--- config.mk ---
export PLATFORM = sky130hd
export DESIGN_NAME = apb_master
export DESIGN_NICKNAME = d
export VERILOG_FILES = /design/src/rtl/apb_master.sv
export SDC_FILE = /design/constraint.sdc
export NUM_CORES = 1
export LEC_CHECK = 0
export ABC_AREA = 1
export BUFFER_PORTS_ARGS = -buffer_cell sky130_fd_sc_hd__buf_2
export CAP_MARGIN = 25
export CORE_MARGIN = 8
export CORE_UTILIZATION = 45
export CTS_CLUSTER_DIAMETER = 100
export DETAILED_ROUTE_END_ITERATION = 10
export PLACE_DENSITY = 0.76
export REMOVE_ABC_BUFFERS = 1
export SLEW_MARGIN = 20
export SYNTH_ARGS = -nofsm -noshare
export SYNTH_HDL_FRONTEND = slang
export SYNTH_SLANG_ARGS = --single-unit
--- constraint.sdc ---
create_clock -name PCLK -period 3.54 [get_ports PCLK]
set_input_delay 1.062 -clock PCLK [delete_from_list [all_inputs] [get_ports PCLK]]
set_output_delay 1.062 -clock PCLK [all_outputs]
set_load 0.1 [all_outputs]
--- src/rtl/apb_master.sv ---
// APB3 requester: turns a valid/ready command stream into single APB transfers
// and returns one response per command, with wait-state and timeout handling.
//
// state  | meaning
// -------+-------------------------------------------------------------
// IDLE   | cmd_ready high, waiting for a command handshake
// SETUP  | PSEL high, PENABLE low, address phase
// ACCESS | PSEL and PENABLE high, waiting for PREADY or the timeout
// RESP   | bus released, response held until rsp_ready
module apb_master #(
  parameter int ADR_W   = 32,
  parameter int DAT_W   = 32,
  parameter int TIMEOUT = 256
) (
  input  logic             PCLK,
  input  logic             PRESET,
  input  logic             cmd_valid,
  output logic             cmd_ready,
  input  logic             cmd_write,
  input  logic [ADR_W-1:0] cmd_addr,
  input  logic [DAT_W-1:0] cmd_wdata,
  output logic             rsp_valid,
  input  logic             rsp_ready,
  output logic [DAT_W-1:0] rsp_rdata,
  output logic             rsp_err,
  output logic             rsp_timeout,
  output logic [ADR_W-1:0] PADDR,
  output logic             PSEL,
  output logic             PENABLE,
  output logic             PWRITE,
  output logic [DAT_W-1:0] PWDATA,
  input  logic [DAT_W-1:0] PRDATA,
  input  logic             PREADY,
  input  logic             PSLVERR
);

  typedef enum logic [1:0] {
    IDLE   = 2'd0,
    SETUP  = 2'd1,
    ACCESS = 2'd2,
    RESP   = 2'd3
  } state_t;

  localparam bit          TO_EN  = (TIMEOUT != 0);
  localparam logic [15:0] TO_LIM = 16'(TIMEOUT);

  state_t      state;
  logic [15:0] wait_cnt;
  logic [15:0] wait_nxt;
  logic        timeout_hit;

  assign wait_nxt    = wait_cnt + 16'd1;
  assign timeout_hit = TO_EN && (wait_nxt == TO_LIM);

  // Held low during reset so no command can be taken on a reset edge.
  assign cmd_ready = (state == IDLE) && !PRESET;

  always_ff @(posedge PCLK) begin
    if (PRESET) begin
      state       <= IDLE;
      wait_cnt    <= '0;
      PADDR       <= '0;
      PWDATA      <= '0;
      PWRITE      <= 1'b0;
      PSEL        <= 1'b0;
      PENABLE     <= 1'b0;
      rsp_valid   <= 1'b0;
      rsp_rdata   <= '0;
      rsp_err     <= 1'b0;
      rsp_timeout <= 1'b0;
    end else begin
      case (state)
        IDLE: begin
          if (cmd_valid) begin
            PWRITE   <= cmd_write;
            PADDR    <= cmd_addr;
            PWDATA   <= cmd_wdata;
            wait_cnt <= '0;
            PSEL     <= 1'b1;
            PENABLE  <= 1'b0;
            state    <= SETUP;
          end
        end
        SETUP: begin
          PENABLE <= 1'b1;
          state   <= ACCESS;
        end
        ACCESS: begin
          if (PREADY) begin
            // A completion on the same cycle the limit would be hit wins.
            PSEL        <= 1'b0;
            PENABLE     <= 1'b0;
            rsp_valid   <= 1'b1;
            rsp_rdata   <= PWRITE ? '0 : PRDATA;
            rsp_err     <= PSLVERR;
            rsp_timeout <= 1'b0;
            state       <= RESP;
          end else begin
            wait_cnt <= wait_nxt;
            if (timeout_hit) begin
              PSEL        <= 1'b0;
              PENABLE     <= 1'b0;
              rsp_valid   <= 1'b1;
              rsp_rdata   <= '0;
              rsp_err     <= 1'b1;
              rsp_timeout <= 1'b1;
              state       <= RESP;
            end
          end
        end
        RESP: begin
          if (rsp_ready) begin
            rsp_valid <= 1'b0;
            state     <= IDLE;
          end
        end
        default: begin
          state <= IDLE;
        end
      endcase
    end
  end

endmodule
==> results.sh <==
export IMPL_status="complete, no violations"
export IMPL_post_cts_resized=0
export IMPL_synth_top_area_share=0.489
export IMPL_crit_required_ns=2.48
export IMPL_mappedNetlistArea_um2=4910
export IMPL_viasPerCell=4.86
export IMPL_clkTransAtPathRegs_ns=0.06
export IMPL_yosys_warnings=0
export IMPL_synth_cells=675
export IMPL_drcViolationCount=0
export IMPL_grt_pass1_vias=4638
export IMPL_grt_overflow_total=0
export IMPL_ctsHoldBuffers=0
export IMPL_maxSlewHeadroom=0.609
export IMPL_hold_viol=0
export IMPL_crit_slowest_cell="buf_2"
export IMPL_cts_buffers=17
export IMPL_critPathMaxStageDelay_ns=0.43
export IMPL_rsz0062_at_grt="no"
export IMPL_clockRootBuffer="clkbuf_8"
export IMPL_synth_seq_cells=120
export IMPL_die_x_um=121
export IMPL_n_antenna_cell=0
export IMPL_grt_pass1_wl_mm=22.9
export IMPL_drtIter0Drc=242
export IMPL_start_util=0.457
export IMPL_r2r_cells=10
export IMPL_dieArea_um2=14500
export IMPL_antenna_left=0
export IMPL_std_cell_rows=38
export IMPL_clock_latency_ns=0.51
export IMPL_finalSetupTns_ns=0
export IMPL_vias=4975
export IMPL_hold_depth=2
export IMPL_hold_path_class="reg2reg"
export IMPL_critical_path_class="reg2out"
export IMPL_setup_viol=0
export IMPL_min_period_ns=2.78
export IMPL_fin_cells=1023
export IMPL_wl_per_cell_um=14.1
export IMPL_crit_top_cell="inv_1"
export IMPL_placed_cells=991
export IMPL_endpoint_kind="output pin"
export IMPL_power_density_nw_per_um2=986
export IMPL_area_delta_synth_final_pct=34.8
export IMPL_ys_async_sr_fraction=0
export IMPL_min_period_over_period=0.786
export IMPL_crit_path_start_kind="register"
export IMPL_boundaryPins=206
export IMPL_crit_path_max_fanout=3
export IMPL_p_leak_nw=3.07
export IMPL_crit_chain="inv_1 > ha_1 > inv_1 > nor2_1 > buf_2"
export IMPL_tightest_slew_ns=0.584
export IMPL_portBuffers=205
export IMPL_htreeDepth=4
export IMPL_dp_hpwl_mm=10.3
export IMPL_die_h_um=121
export IMPL_skew_ns=0.0113
export IMPL_ys_flop_type="dfxtp_1"
export IMPL_drive_gt1_frac=0.305
export IMPL_synth_top_area_cell="dfxtp_1"
export IMPL_grt_max_degree=59
export IMPL_totalWireLength_mm=14.4
export IMPL_slew_viol_final=0
export IMPL_cts_setup_buffers=0
export IMPL_antenna_found_initial=0
export IMPL_avgSynthCellArea_um2=7.28
export IMPL_nNetsFinal=979
export IMPL_grt_use_total=0.196
export IMPL_cap_violations=0
export IMPL_firstDrtPassIters=6
export IMPL_cts_buffer_depth=2
export IMPL_synth_most_common_cell="nor2_1"
export IMPL_cp_arrival_ns=1.72
export IMPL_fmax_mhz=359
export IMPL_synth_edf_count=0
export IMPL_ys_types=27
export IMPL_core_area_um2=10700
export IMPL_ys_seq_area_frac=0.489
export IMPL_place_gp_congestion=0.838
export IMPL_clock_sinks=120
export IMPL_cts_tree="done"
export IMPL_post_route_util=0.617
export IMPL_synth_top_cells_by_count="nor2_1 (161), dfxtp_1 (120), nand2_1 (116)"
export IMPL_ir_drop_v=0.000737
export IMPL_synthTopCellsByArea="dfxtp_1 (49%), nor2_1 (12%), nand2_1 (8.9%), o21ai_0 (7.0%), a21oi_1 (5.2%)"
==> placed cells by master, fill, tap and decap left out, drive strengths merged <==
master    synthesis  routed
dfxtp           120     120
clkinvlp          0       4
nand3            47      47
nand2           123     123
nand4             7       7
xor2              1       1
o21ai            71      71
clkbuf           29      19
buf               8     213
xnor2             1       1
bufinv            0       2
inv              38      41
a31oi             1       1
nand3b            1       1
ha                6       6
a21oi            53      53
clkinv            0       4
nor3              1       1
nor2            168     168
==> layout make-up <==
class                           instances  area [um^2]
Clock buffer                           19          442
Clock inverter                         13          144
Timing Repair Buffer                  213         1110
Multi-Input combinational cell        480         2210
Inverter                               38          143
Fill cell                            1060         4120
Sequential cell                       120         2400
Tap cell                              140          175
==> worst paths after layout <==
check / startpoint / endpoint / slack [ns]
worst max register to register: wait_cnt[0] / rsp_rdata[29] / 0.92
worst min register to register: rsp_timeout / rsp_timeout / 0.46
worst min-delay path: rsp_timeout / rsp_timeout / 0.46
worst max-delay path: state[1] / cmd_ready / 0.76
==> kinds of logic (layout without fill, tap and decap cells) <==
logic type / count (synthesis) / count (layout) / synth area share
simple gates: 347 / 347 / 0.301
fa+ha+maj: 6 / 6 / 0.0153
xor+xnor: 2 / 2 / 0.00356
buf+inv: 75 / 283 / 0.0621
compound gates: 125 / 125 / 0.129
flops: 120 / 120 / 0.489
==> worst max-delay path, delay by kind of cell (launching register included) <==
family / cells / cell delay [ns]
buffers and inverters: 3 / 0.60
flip-flops: 1 / 0.33
adder cells (fa/ha/maj): 1 / 0.21
AND/OR/NAND/NOR: 1 / 0.07
==> report_power, final <==
group | switching [W] | total (W) | internal, W
Clock | 0.000647 | 0.00169 | 0.00104
Combinational | 0.00260 | 0.00307 | 0.000472
Sequential | 0.000140 | 0.00177 | 0.00163
Total | 0.00339 | 0.00653 | 0.00314
==> registers in the layout, summed over array words and instances, names as in the netlist <==
name / flops
rsp_rdata: 32
rsp_valid: 1
PENABLE: 1
PSEL: 1
PADDR: 32
rsp_timeout: 1
PWRITE: 1
rsp_err: 1
wait_cnt: 16
state: 2
PWDATA: 32
==> stage by stage <==
stage	hold slack (ns)	power [W]	setup WS (ns)	cell area, um^2
floorplan	0.451	0.00430	0.163	4750
CTS	0.463	0.00658	0.724	6630
global route	0.469	0.00682	0.640	6630
finish	0.459	0.00653	0.756	6630
global placement	0.447	0.00485	0.765	6040
detailed placement	0.451	0.00488	0.768	6040
==> layer usage <==
layer	vias to the layer above	global-route usage	share of wire
met5	-	0	0
met4	0	0.0703	0.011
met3	15	0.117	0.13
met2	188	0.310	0.45
met1	2213	0.214	0.41
li1	2559	-	-
Note: power is estimated with default switching activity, not from simulation.
